<file path="config.mk">
export PLATFORM = sky130hd
export DESIGN_NAME = dll_dlcmsm_mvc
export DESIGN_NICKNAME = d
export VERILOG_FILES = /design/src/rtl/dll_dlcmsm_mvc.sv
export SDC_FILE = /design/constraint.sdc
export NUM_CORES = 1
export LEC_CHECK = 0
export ABC_AREA = 1
export CAP_MARGIN = 40
export CELL_PAD_IN_SITES_DETAIL_PLACEMENT = 0
export CELL_PAD_IN_SITES_GLOBAL_PLACEMENT = 1
export CORE_MARGIN = 3
export CORE_UTILIZATION = 31
export DETAILED_ROUTE_END_ITERATION = 16
export HOLD_SLACK_MARGIN = 0.03
export PLACE_DENSITY_LB_ADDON = 0.1
export SYNTH_ARGS = -nofsm -noshare
export SYNTH_HDL_FRONTEND = slang
export SYNTH_SLANG_ARGS = --single-unit
export TNS_END_PERCENT = 5
</file>
<file path="constraint.sdc">
create_clock -name sclk -period 1.4 [get_ports sclk]
set_clock_uncertainty 0.1 [all_clocks]
set_input_delay 0.42 -clock sclk [delete_from_list [all_inputs] [get_ports sclk]]
set_output_delay 0.42 -clock sclk [all_outputs]
set_load 0.05 [all_outputs]
</file>
<file path="src/rtl/dll_dlcmsm_mvc.sv">
// Multi-VC PCIe Data Link Control and Management State Machine: per-VC InitFC1/InitFC2 tracking and InitFC requests.
// Optional init abort timer enabled by defining DLCM_INIT_TIMEOUT_EN.
module dll_dlcmsm_mvc #(
    parameter int NUM_VC       = 1,
    parameter int TIMER_W      = 16,
    parameter int INIT_TIMEOUT = 50000
) (
    input  logic              sclk,
    input  logic              srst,
    input  logic              pl_link_up_i,
    input  logic [NUM_VC-1:0] vc_en_i,
    input  logic [NUM_VC-1:0] fc1_rx_i,
    input  logic [NUM_VC-1:0] fc2_rx_i,
    input  logic              fc_tx_ready_i,
    output logic              fc_tx_valid_o,
    output logic [2:0]        fc_tx_vc_o,
    output logic              fc_tx_kind_o,
    output logic [1:0]        DLCM_state_o,
    output logic              dl_up_o,
    output logic              dl_down_evt_o,
    output logic              init_timeout_o
);

    if (NUM_VC < 1 || NUM_VC > 8) begin : g_bad_num_vc
        $error("dll_dlcmsm_mvc: NUM_VC must be in 1..8");
    end
    if (INIT_TIMEOUT < 2 || longint'(INIT_TIMEOUT) >= (longint'(1) << TIMER_W)) begin : g_bad_timeout
        $error("dll_dlcmsm_mvc: INIT_TIMEOUT must be >= 2 and fit in TIMER_W bits");
    end

    typedef enum logic [1:0] {
        ST_INACTIVE = 2'd0,
        ST_INIT1    = 2'd1,
        ST_INIT2    = 2'd2,
        ST_ACTIVE   = 2'd3
    } dlcm_state_e;

    dlcm_state_e       state_q, state_d;
    logic [NUM_VC-1:0] vc_mask_q, vc_mask_d;
    logic [NUM_VC-1:0] sent1_q, sent1_d, rx1_q, rx1_d;
    logic [NUM_VC-1:0] sent2_q, sent2_d, rx2_q, rx2_d;
    logic              tx_valid_q, tx_valid_d;
    logic [2:0]        tx_vc_q, tx_vc_d;
    logic              tx_kind_q, tx_kind_d;
    logic              dl_up_q, dl_up_d;
    logic              dl_down_q, dl_down_d;
    logic              timeout_q, timeout_d;

    logic              hs;
    logic [NUM_VC-1:0] hs_vec;
    logic [2:0]        next_vc;
    logic [2:0]        first_vc, after_vc;
    logic              found_after;
    logic              timer_expired;

`ifdef DLCM_INIT_TIMEOUT_EN
    logic [TIMER_W-1:0] timer_q, timer_d;

    // Timer runs through INIT1 and INIT2 and is cleared whenever INACTIVE, i.e. on every INIT1 entry.
    always_comb begin
        timer_d = '0;
        if (state_q == ST_INIT1 || state_q == ST_INIT2) begin
            timer_d = timer_q + 1'b1;
        end
    end

    assign timer_expired = (timer_q >= TIMER_W'(INIT_TIMEOUT - 1));

    always_ff @(posedge sclk or posedge srst) begin
        if (srst) timer_q <= '0;
        else      timer_q <= timer_d;
    end
`else
    assign timer_expired = 1'b0;
`endif

    assign hs = tx_valid_q && fc_tx_ready_i;

    always_comb begin
        hs_vec = '0;
        for (int v = 0; v < NUM_VC; v++) begin
            hs_vec[v] = hs && (tx_vc_q == 3'(v));
        end
    end

    // Round-robin: lowest enabled VC above the current one, else wrap to the lowest enabled VC.
    always_comb begin
        first_vc    = '0;
        after_vc    = '0;
        found_after = 1'b0;
        for (int v = NUM_VC - 1; v >= 0; v--) begin
            if (vc_mask_q[v]) begin
                first_vc = 3'(v);
                if (3'(v) > tx_vc_q) begin
                    after_vc    = 3'(v);
                    found_after = 1'b1;
                end
            end
        end
        next_vc = found_after ? after_vc : first_vc;
    end

    always_comb begin
        // NOTE: every signal gets a default first so no path through the case infers a latch.
        state_d    = state_q;
        vc_mask_d  = vc_mask_q;
        sent1_d    = sent1_q;
        rx1_d      = rx1_q;
        sent2_d    = sent2_q;
        rx2_d      = rx2_q;
        tx_valid_d = tx_valid_q;
        tx_vc_d    = tx_vc_q;
        dl_down_d  = 1'b0;
        timeout_d  = 1'b0;

        unique case (state_q)
            ST_INACTIVE: begin
                sent1_d    = '0;
                rx1_d      = '0;
                sent2_d    = '0;
                rx2_d      = '0;
                tx_valid_d = 1'b0;
                tx_vc_d    = '0;
                if (pl_link_up_i) begin
                    state_d   = ST_INIT1;
                    vc_mask_d = vc_en_i | NUM_VC'(1);
                end
            end
            ST_INIT1: begin
                sent1_d    = sent1_q | hs_vec;
                rx1_d      = rx1_q | (fc1_rx_i & vc_mask_q);
                rx2_d      = rx2_q | (fc2_rx_i & vc_mask_q);
                tx_valid_d = 1'b1;
                if (hs) tx_vc_d = next_vc;
                if (&(~vc_mask_q | (sent1_d & rx1_d))) begin
                    state_d    = ST_INIT2;
                    tx_valid_d = 1'b0;
                    tx_vc_d    = '0;
                end else if (timer_expired) begin
                    state_d    = ST_INACTIVE;
                    timeout_d  = 1'b1;
                    tx_valid_d = 1'b0;
                    tx_vc_d    = '0;
                end
            end
            ST_INIT2: begin
                sent2_d    = sent2_q | hs_vec;
                rx2_d      = rx2_q | (fc2_rx_i & vc_mask_q);
                tx_valid_d = 1'b1;
                if (hs) tx_vc_d = next_vc;
                if (&(~vc_mask_q | (sent2_d & rx2_d))) begin
                    state_d    = ST_ACTIVE;
                    tx_valid_d = 1'b0;
                    tx_vc_d    = '0;
                end else if (timer_expired) begin
                    state_d    = ST_INACTIVE;
                    timeout_d  = 1'b1;
                    tx_valid_d = 1'b0;
                    tx_vc_d    = '0;
                end
            end
            ST_ACTIVE: begin
                tx_valid_d = 1'b0;
                tx_vc_d    = '0;
            end
            default: state_d = ST_INACTIVE;
        endcase

        // Physical link loss overrides every other event.
        if (!pl_link_up_i) begin
            state_d    = ST_INACTIVE;
            tx_valid_d = 1'b0;
            tx_vc_d    = '0;
            timeout_d  = 1'b0;
            dl_down_d  = (state_q == ST_ACTIVE);
        end

        tx_kind_d = (state_d == ST_INIT2);
        dl_up_d   = (state_d == ST_ACTIVE);
    end

    always_ff @(posedge sclk or posedge srst) begin
        if (srst) begin
            state_q    <= ST_INACTIVE;
            vc_mask_q  <= NUM_VC'(1);
            sent1_q    <= '0;
            rx1_q      <= '0;
            sent2_q    <= '0;
            rx2_q      <= '0;
            tx_valid_q <= 1'b0;
            tx_vc_q    <= '0;
            tx_kind_q  <= 1'b0;
            dl_up_q    <= 1'b0;
            dl_down_q  <= 1'b0;
            timeout_q  <= 1'b0;
        end else begin
            state_q    <= state_d;
            vc_mask_q  <= vc_mask_d;
            sent1_q    <= sent1_d;
            rx1_q      <= rx1_d;
            sent2_q    <= sent2_d;
            rx2_q      <= rx2_d;
            tx_valid_q <= tx_valid_d;
            tx_vc_q    <= tx_vc_d;
            tx_kind_q  <= tx_kind_d;
            dl_up_q    <= dl_up_d;
            dl_down_q  <= dl_down_d;
            timeout_q  <= timeout_d;
        end
    end

    assign fc_tx_valid_o  = tx_valid_q;
    assign fc_tx_vc_o     = tx_vc_q;
    assign fc_tx_kind_o   = tx_kind_q;
    assign DLCM_state_o   = state_q;
    assign dl_up_o        = dl_up_q;
    assign dl_down_evt_o  = dl_down_q;
    assign init_timeout_o = timeout_q;

endmodule

</file>
Word level (Yosys, flattened, before mapping) --
Index checks and enable logic that the tools add are counted.
Word-level totals: bits in registers 13, input port bits 7, output and inout port bits 10, logic and storage cells 48
Cells by class: equality and inequality tests 5, multiplexer cells 18, bitwise operators 6, reductions and logical operators 9
Operators with widths (count):
- $mux W3 | 4
- $pmux W3 S3 | 1
- $eq A2 B2 Y1 const B | 4
- $pmux W1 S2 | 4
- $mux W2 | 3
- $pmux W2 S3 | 1
- $reduce_bool A2 Y1 | 3
- $mux W1 | 4
- $or A1 B1 Y1 | 4
- $reduce_or A2 Y1 | 2
- $logic_not A3 Y1 | 1
- $pmux W1 S3 | 1
- $and A1 B1 Y1 | 2
- $eq A2 B1 Y1 const B | 1
- $logic_and A1 B1 Y1 | 2
- $logic_not A2 Y1 | 1

Logic depth before layout (Yosys ltp) --
Gate-level depths: netlist (run 1).
depth after elaboration 8, gate-level depth with buffers 10, gate-level depth less buffers 10

Least setup slack after synthesis (run 1) --
OpenSTA, ideal clock, no wires.
path type register to register, start register state_q[0] (netlist: DLCM_state_o[0]), end register dl_up_q (netlist: dl_up_o), setup time 0.069 ns, arrival 1.519 ns, required time 1.231 ns, path slack -0.287 ns, stages on the path, launching flop included 10, buffers on the path 0, clock period less this slack 1.687 ns, path through dfrtp_1 > ha_1 > inv_1 > a21oi_2 > nand2_1 > nand2_1 > nand2_1 > nand2_1 > nand2_2 > nor2_2
On the way: cells in the longest elaborated chain, start to end 4, elaborated cells between the ends (all ways) 8, classes of those cells 3 x eq/ne; 4 x mux; 1 x reduce/logical
RTL lines:
- from (decl) | RTL line 38 | dlcm_state_e state_q, state_d;
- from (signal assigned) | RTL line 197 | state_q <= state_d;
- $eq A2 B2 Y1 (tied with other cells) | RTL line 116 | unique case (state_q)
- $pmux W2 S3 * | RTL line 116
- $mux W2 * | RTL line 170 | if (!pl_link_up_i) begin
- $eq A2 B2 Y1 * | RTL line 179 | dl_up_d = (state_d == ST_ACTIVE);
- named net dl_up_d | RTL line 45 | logic dl_up_q, dl_up_d;
- to (signal assigned) | RTL line 206 | dl_up_q <= dl_up_d;
- to (decl) | RTL line 45
Mark *: on every way through the listed nets, which the timed path passes. The rest lies on a longest branch. A chain may end at the register's enable or synchronous reset.

Worst setup path after layout (run 1) --
start register state_q[0] (netlist: DLCM_state_o[0]), end output DLCM_state_o[0]
RTL lines:
- to (decl) | RTL line 18 | output logic [1:0] DLCM_state_o,
No word-level cell between the ends.

==> results.sh, run 1 <==
export IMPL_status="finished, violations left"
export IMPL_violations="negative setup slack"
export IMPL_cp_startpoint="DLCM_state_o[0]"
export IMPL_grt_max_degree=14
export IMPL_pre_cts_ws_ns=-0.4228
export IMPL_initial_utilization_pct=34.59
export IMPL_final_util_pct=59.89
export IMPL_drt_total_wl_um=1650
export IMPL_ys_top_cells_by_area="dfrtp_1 46%, nand2_1 12%, ha_1 11%"
export IMPL_max_freq_mhz=646.7
export IMPL_min_period_over_period_pct=110.4
export IMPL_power_density_mw_per_mm2=864.3
export IMPL_numCtsBuffers=3
export IMPL_synth_warning_count=0
export IMPL_clockRootBuffer="clkbuf_4"
export IMPL_dp_hpwl_um=1217
export IMPL_fin_crit_ns=1.546
export IMPL_crit_end="DLCM_state_o[0]"
export IMPL_ys_flop_type="dfrtp_1"
export IMPL_cp_max_fo=2
export IMPL_crit_path_cell_trace="buf_6 > buf_12"
export IMPL_synth_top_area_cell="dfrtp_1"
export IMPL_crit_path_start_kind="flip-flop"
export IMPL_netlist_instances=89
export IMPL_first_pass_iters=4
export IMPL_worstRegToRegCells=11
export IMPL_yosys_register_bits=13
export IMPL_num_io_pins=17
export IMPL_cpMaxStageDelayCell="dfrtp_4"
export IMPL_clkSlewWorstSetupHoldPaths_ns=0.09
export IMPL_rows=16
export IMPL_critPathKind="flip-flop to output port"
export IMPL_synth_top_family_by_area="simple AND/OR/NAND/NOR gates"
export IMPL_drive_above_1_share_pct=50.39
export IMPL_io_buffer_count=14
export IMPL_synth_seq_area_share_pct=45.61
export IMPL_clk_insertion_delay_late_ns=0.27
export IMPL_synth_net_count=102
export IMPL_dieArea_mm2=0.002912
export IMPL_yosys_area_share_xor_xnor_pct=0
export IMPL_diodes=0
export IMPL_htree_levels=1
export IMPL_grt_overflow=0
export IMPL_vias_per_cell=4.377
export IMPL_synth_edf_count=0
export IMPL_final_setup_viol_count=7
export IMPL_slowest_delay_ns=0.49
export IMPL_die_y_um=53.97
export IMPL_synthArstFlopShare_pct=100.0
export IMPL_register_area_um2=332.8
export IMPL_drt_wirelength_per_cell_um=10.71
export IMPL_r2r_end="dl_up_o"
export IMPL_grt_pass1_vias=658
export IMPL_place_congestion=0.7467
export IMPL_cp_arrival_ns=1.03
export IMPL_rrSetupSlack_ns=-0.11
export IMPL_grt_pass1_wl_um=2801
export IMPL_nNetsFinal=141
export IMPL_hold_viol=0
export IMPL_p_leak_nw=0.6197
export IMPL_grt_usage_pct=13.30
export IMPL_netlist_top_cells_count="22 x nand2_1, 13 x dfrtp_1, 12 x inv_1"
export IMPL_coreArea_mm2=0.002062
export IMPL_cts_tree="built"
export IMPL_drc=0
export IMPL_die_w_um=53.97
export IMPL_yosysMostFrequentCell="nand2_1"
export IMPL_hold_path_class="primary input to async pin"
export IMPL_syn_area_per_cell_um2=8.013
export IMPL_vdd_ir_drop_worst_mv=0.6776
export IMPL_syn_to_final_growth_pct=73.16
export IMPL_synth_fa_ha_area_share_pct=10.53
export IMPL_clk_path_buf_depth=2
export IMPL_drv_cap=0
export IMPL_power_mw=1.067
export IMPL_r2r_start="DLCM_state_o[1]"
export IMPL_synth_compound_area_share_pct=5.789
export IMPL_end_kind="output port"
export IMPL_finalMaxSlewViolations=0
export IMPL_fin_ws_ns=-0.1462
export IMPL_netlist_area_um2=713.2
export IMPL_fill_cells=186
export IMPL_cp_required_ns=0.88
export IMPL_drt_initial_drc_count=8
export IMPL_synthSimpleGateAreaFrac_pct=28.07
export IMPL_synth_distinct_cells=18
export IMPL_post_route_cell_area_mm2=0.001235
export IMPL_ant_nets=0
export IMPL_antenna_found_initial=0
export IMPL_yosysTopAreaCellShare_pct=45.61
export IMPL_placed_cell_area_mm2=0.001087
export IMPL_rsz0062_at_grt="true"
export IMPL_synthMuxAreaShare_pct=0
export IMPL_clock_sinks=13
export IMPL_multi_input_area_um2=367.9
export IMPL_vias=674
==> stage by stage <==
step	instances	setup TNS [ns]	hold WS, ns
2_1_floorplan	89	-0.07159	0.1968
3_5_place_dp	142	-3.337	0.3702
3_3_place_gp	142	-3.240	0.3552
5_1_grt	154	-1.207	0.3504
4_1_cts	149	-0.9339	0.3362
6_report	154	-0.5731	0.3353
==> routing by layer <==
metal,part of all wire (%),GRT usage [%]
met3,2.4,2.770
met2,52,23.79
met5,0,0
met4,0.73,3.830
met1,45,15.79
==> flip-flops by register name (all words and copies together) (netlist names) <==
signal,count
dl_up_o,1
fc_tx_kind_o,1
sent2_q,1
rx2_q,1
sent1_q,1
DLCM_state_o,2
fc_tx_valid_o,1
rx1_q,1
fc_tx_vc_o,3
dl_down_evt_o,1
==> placed cells by master (no fill, tap or decap), types with 2 or more instances in the layout <==
cell type | Yosys | layout
buf_4 | 1 | 16
clkbuf_4 | 0 | 3
inv_2 | 3 | 5
ha_1 | 6 | 2
nand3_1 | 5 | 4
ha_4 | 0 | 2
nor2_2 | 2 | 2
dfrtp_1 | 13 | 9
buf_6 | 0 | 5
ha_2 | 0 | 2
nand2_1 | 22 | 18
nor2_1 | 8 | 8
nand2_2 | 7 | 11
clkdlybuf4s50_1 | 0 | 4
o21ai_1 | 1 | 2
inv_4 | 0 | 2
dfrtp_2 | 0 | 3
buf_12 | 0 | 9
a21oi_1 | 3 | 3
inv_1 | 12 | 8
==> layout make-up <==
class | instances | area share, %
sequential | 13 | 26.95
inverter | 16 | 5.269
timing repair buffer | 35 | 33.13
tap | 27 | 2.736
multi-input combinational | 59 | 29.79
clock buffer | 4 | 2.128
==> cell families after synthesis <==
kind of cell	after synthesis
adders and majority gates	6
buffers and inverters	17
AOI/OAI and AO/OA	7
and+or+nand+nor	45
other	1
DFF	13
==> how the worst min path moves through the flow <==
stage,start,to,slack (ns),depth (start not counted)
after floorplan,srst,dl_down_evt_o,0.20,1
after global placement,rx2_q,rx2_q,0.36,2
after detailed placement,rx2_q,rx2_q,0.37,2
after CTS,srst,fc_tx_kind_o,0.34,3
after global routing,srst,rx2_q,0.35,3
final,srst,fc_tx_valid_o,0.34,3
==> worst max-delay path, delay by kind of cell (launching register included) <==
family | cells | cell delay (ns)
flops | 1 | 0.49
buf+inv | 2 | 0.27
==> power breakdown <==
group / total (mW) / switching [mW] / internal (mW)
registers: 0.421 / 0.0167 / 0.404
logic: 0.406 / 0.206 / 0.199
clock network: 0.241 / 0.131 / 0.110
==> repair_timing <==
action / CTS / global route
pin swaps: 1 / 7
setup buffers: 3 / 5
hold buffers: 0 / 0
gates resized for setup: 7 / 13
setup endpoints to repair: 11 / 15
hold endpoints to repair: 0 / 0
Note: power is estimated with default switching activity, not from simulation.
==> run 2, diff against run 1 <==
CELL_PAD_IN_SITES_GLOBAL_PLACEMENT = 2   (was 1)
CORE_UTILIZATION = 27   (was 31)
clock period = 1.59 ns   (was 1.4 ns; I/O delays follow)
==> results.sh, run 2 (synthesized netlist as in run 1, its figures left out) <==
export IMPL_num_io_pins=17
export IMPL_min_path_cells=2
export IMPL_end_kind="output port"
export IMPL_setup_tns_ns=0
export IMPL_final_setup_viol_count=0
export IMPL_drt_wirelength_per_cell_um=10.04
export IMPL_r2r_start="DLCM_state_o[0]"
export IMPL_power_density_mw_per_mm2=793.2
export IMPL_crit_cells=2
export IMPL_drv_cap=0
export IMPL_clkSlewWorstSetupHoldPaths_ns=0.08
export IMPL_crit_path_cell_trace="buf_6 > buf_12"
export IMPL_path_buf_inv=2
export IMPL_grt_pass1_wl_um=2352
export IMPL_cp_max_fo=6
export IMPL_pre_cts_ws_ns=-0.2642
export IMPL_coreArea_mm2=0.002361
export IMPL_place_congestion=0.7873
export IMPL_wl_met3_um=54
export IMPL_hold_ws_ns=0.3785
export IMPL_drt_total_wl_um=1416
export IMPL_numCtsBuffers=3
export IMPL_grt_overflow=0
export IMPL_critPathKind="flip-flop to output port"
export IMPL_nNetsFinal=127
export IMPL_vias_per_cell=4.121
export IMPL_rrSetupSlack_ns=0.10
export IMPL_hold_path_class="flip-flop to flip-flop"
export IMPL_vdd_ir_drop_worst_mv=0.4249
export IMPL_cp_arrival_ns=0.97
export IMPL_max_freq_mhz=647.0
export IMPL_path_delay_family="flip-flops"
export IMPL_fin_ws_ns=0.04444
export IMPL_post_route_cell_area_mm2=0.001075
export IMPL_final_util_pct=45.52
export IMPL_clockRootBuffer="clkbuf_4"
export IMPL_hold_viol=0
export IMPL_grt_pass1_vias=539
export IMPL_top_layer="met4"
export IMPL_min_from="rx2_q"
export IMPL_drc=0
export IMPL_slowest_delay_ns=0.42
export IMPL_holdBufCountCts=0
export IMPL_clk_insertion_delay_late_ns=0.27
export IMPL_worstRegToRegCells=7
export IMPL_wl_met1_um=686
export IMPL_placed_cell_area_mm2=0.001018
export IMPL_diodes=0
export IMPL_htree_levels=1
export IMPL_ant_nets=0
export IMPL_p_leak_nw=0.5479
export IMPL_clock_sinks=13
export IMPL_grt_max_degree=14
export IMPL_largest_reg_flops=3
export IMPL_antenna_found_initial=0
export IMPL_r2r_end="fc_tx_kind_o"
export IMPL_first_pass_iters=4
export IMPL_fin_crit_ns=1.546
export IMPL_status="completed"
export IMPL_cp_required_ns=1.01
export IMPL_placed_cells=136
export IMPL_grt_usage_pct=9.588
export IMPL_cpMaxStageDelayCell="dfrtp_2"
export IMPL_rsz0062_at_grt="false"
export IMPL_initial_utilization_pct=30.21
export IMPL_clk_path_buf_depth=2
export IMPL_mostFrequentLayoutCell="nand2_1"
export IMPL_finalMaxSlewViolations=0
export IMPL_cts_tree="built"
export IMPL_drive_above_1_share_pct=34.51
export IMPL_io_buffer_count=14
export IMPL_die_y_um=57.40
export IMPL_drt_initial_drc_count=7
export IMPL_vias=581
export IMPL_syn_to_final_growth_pct=50.70
export IMPL_layout_cells_most_common_list="18 x nand2_1, 12 x inv_1, 11 x nand2_2, 11 x dfrtp_1, 9 x buf_12"
export IMPL_final_cells=141
export IMPL_min_period_over_period_pct=97.20
export IMPL_fill_cells=242
export IMPL_route_met2_wl_um=645
export IMPL_die_w_um=57.40
export IMPL_crit_path_start_kind="flip-flop"
export IMPL_dp_hpwl_um=1146
export IMPL_dieArea_mm2=0.003294
export IMPL_rows=17
export IMPL_whs_endpoint="rx2_q"
export IMPL_power_mw=0.8525
## run 2: cell count changes in the layout (fill, tap and decap cells not counted), moves of 3 or more
cell   before  now
buf_6       5    2
buf_4      16    5
inv_1       8   12
ha_1        2    5
## run 2: tightest hold or removal path, cell delays in order (launching register included)
cell	delay [ns]
dfrtp_1	0.34
nand2_1	0.05
nand2_1	0.06
## run 2: area by class of cell
class / instances / area, µm² / share of cell area, %
clock buffers: 4 / 26.28 / 2.445
inverters: 16 / 60.06 / 5.588
multi-input cells: 59 / 332.8 / 30.97
flip-flops and latches: 13 / 327.8 / 30.50
well taps: 28 / 35.03 / 3.260
repair buffers: 21 / 292.8 / 27.24
## run 2: worst max path at each step
stage / start / to
global route: DLCM_state_o[0] / fc_tx_kind_o
detailed placement: fc_tx_ready_i / fc_tx_kind_o
global placement: fc_tx_ready_i / dl_up_o
floorplan: DLCM_state_o[1] / dl_up_o
finish: DLCM_state_o[1] / DLCM_state_o[1]
CTS: DLCM_state_o[1] / DLCM_state_o[1]
## run 2: repair_timing
action / in CTS / in global routing
setup buffers: 1 / 0
endpoints found under the setup margin: 1 / 10
pin swaps: 0 / 5
gates resized for setup: 0 / 9
## run 2: layer usage
layer	vias to the layer above	GRT usage [%]
met5	-	0
met2	9	13.71
met4	0	5.960
met3	2	3.167
li1	312	-
met1	258	12.30
## run 2: where the power goes
group,switching [mW],internal (mW)
clock network,0.108,0.0971
registers,0.0138,0.353
logic,0.160,0.120
==> run 3, diff against run 2 <==
CORE_UTILIZATION = 29   (was 27)
clock period = 1.8 ns   (was 1.59 ns; I/O delays follow)
==> results.sh, run 3 (synthesized netlist as in run 1, its figures left out) <==
export IMPL_status="completed"
export IMPL_r2r_end="dl_up_o"
export IMPL_place_congestion=0.7812
export IMPL_die_w_um=55.59
export IMPL_clk_insertion_delay_late_ns=0.27
export IMPL_rsz0062_at_grt="false"
export IMPL_drt_wirelength_per_cell_um=10.23
export IMPL_rrSetupSlack_ns=0.40
export IMPL_cp_required_ns=1.16
export IMPL_ant_nets=0
export IMPL_worstRegToRegCells=6
export IMPL_clk_path_buf_depth=2
export IMPL_hold_path_class="flip-flop to flip-flop"
export IMPL_dp_hpwl_um=1152
export IMPL_grt_pass1_wl_um=2532
export IMPL_fin_crit_ns=1.645
export IMPL_drv_cap=0
export IMPL_grt_overflow=0
export IMPL_holdBufCountCts=0
export IMPL_r2r_start="DLCM_state_o[1]"
export IMPL_cts_resized=0
export IMPL_grt_max_degree=14
export IMPL_crit_path_start_kind="flip-flop"
export IMPL_antenna_found_initial=0
export IMPL_rows=17
export IMPL_nNetsFinal=125
export IMPL_vias_per_cell=4.252
export IMPL_clock_sinks=13
export IMPL_hold_viol=0
export IMPL_diodes=0
export IMPL_io_buffer_count=14
export IMPL_mostFrequentLayoutCell="nand2_1"
export IMPL_initial_utilization_pct=31.34
export IMPL_power_density_mw_per_mm2=710.7
export IMPL_num_io_pins=17
export IMPL_finalMaxSlewViolations=0
export IMPL_min_from="rx2_q"
export IMPL_cp_arrival_ns=1.01
export IMPL_min_path_cells=2
export IMPL_critPathKind="flip-flop to output port"
export IMPL_grt_usage_pct=10.42
export IMPL_die_y_um=55.59
export IMPL_final_setup_viol_count=0
export IMPL_p_leak_nw=0.5331
export IMPL_setup_tns_ns=0
export IMPL_numCtsBuffers=3
export IMPL_cts_tree="built"
export IMPL_final_util_pct=45.46
export IMPL_clkSlewWorstSetupHoldPaths_ns=0.08
export IMPL_layout_cells_most_common_list="22 x nand2_1, 13 x dfrtp_1, 12 x inv_1"
export IMPL_vdd_ir_drop_worst_mv=0.4632
export IMPL_postCtsSetupRepairBufs=0
export IMPL_coreArea_mm2=0.002276
export IMPL_cp_max_fo=4
export IMPL_pre_cts_ws_ns=-0.1227
export IMPL_drc=0
export IMPL_grt_pass1_vias=581
export IMPL_power_mw=0.7354
export IMPL_whs_endpoint="rx2_q"
export IMPL_drt_initial_drc_count=6
export IMPL_clockRootBuffer="clkbuf_4"
export IMPL_htree_levels=1
export IMPL_min_period_over_period_pct=91.41
export IMPL_dieArea_mm2=0.003090
export IMPL_syn_to_final_growth_pct=45.09
export IMPL_drive_above_1_share_pct=27.03
export IMPL_largest_reg_flops=3
export IMPL_vias=591
export IMPL_first_pass_iters=2
export IMPL_fin_ws_ns=0.1546
export IMPL_max_freq_mhz=607.8
export IMPL_drt_total_wl_um=1422
export IMPL_end_kind="output port"
-- run 3: critical path, stage by stage, from the launching register on --
cell and delay [ns]:
dfrtp_1 0.42, buf_4 0.17, buf_12 0.14
-- run 3: per-stage QoR --
stage	cell area [µm²]	instances	hold WS, ns
3_3_place_gp	1008	135	0.3536
2_1_floorplan	713.2	89	0.3170
4_1_cts	1035	139	0.3845
5_1_grt	1035	139	0.4210
6_report	1035	139	0.3718
3_5_place_dp	1008	135	0.3612
-- run 3: cell type report --
class / count / area (µm²)
Clock buffer: 4 / 26.28
Fill cell: 237 / 1241
Inverter: 16 / 60.06
Multi-Input combinational cell: 59 / 320.3
Sequential cell: 13 / 325.3
Tap cell: 28 / 35.03
Timing Repair Buffer: 19 / 267.8
-- run 3: per-layer routing --
| metal | global-route usage, % | share of wire (%) | vias up | wire length [µm] |
|---|---|---|---|---|
| met3 | 1.624 | 3.6 | 4 | 51 |
| met2 | 16.89 | 49 | 9 | 694 |
| met5 | 0 | 0 | - | 0 |
| li1 | - | - | 308 | - |
| met4 | 6.250 | 1.7 | 0 | 24 |
| met1 | 12.93 | 46 | 270 | 652 |
-- run 3: worst max-delay path by stage --
stage,cells past startpoint,end,slack (ns),startpoint
2_1_floorplan,9,dl_up_o,0.11,DLCM_state_o[0]
3_3_place_gp,11,dl_up_o,-0.13,fc_tx_ready_i
3_5_place_dp,10,DLCM_state_o[0],-0.12,fc_tx_ready_i
4_1_cts,2,DLCM_state_o[0],0.13,DLCM_state_o[0]
5_1_grt,11,dl_up_o,0.05,fc_tx_ready_i
6_report,2,DLCM_state_o[0],0.15,DLCM_state_o[0]
-- run 3: report_power, final --
| part | switching, mW | leakage, nW | internal (mW) | total, mW |
|---|---|---|---|---|
| Clock | 0.0976 | 0.0150 | 0.0859 | 0.183 |
| Combinational | 0.132 | 0.341 | 0.0957 | 0.228 |
| Sequential | 0.0127 | 0.177 | 0.311 | 0.324 |
| Total | 0.242 | 0.533 | 0.493 | 0.735 |
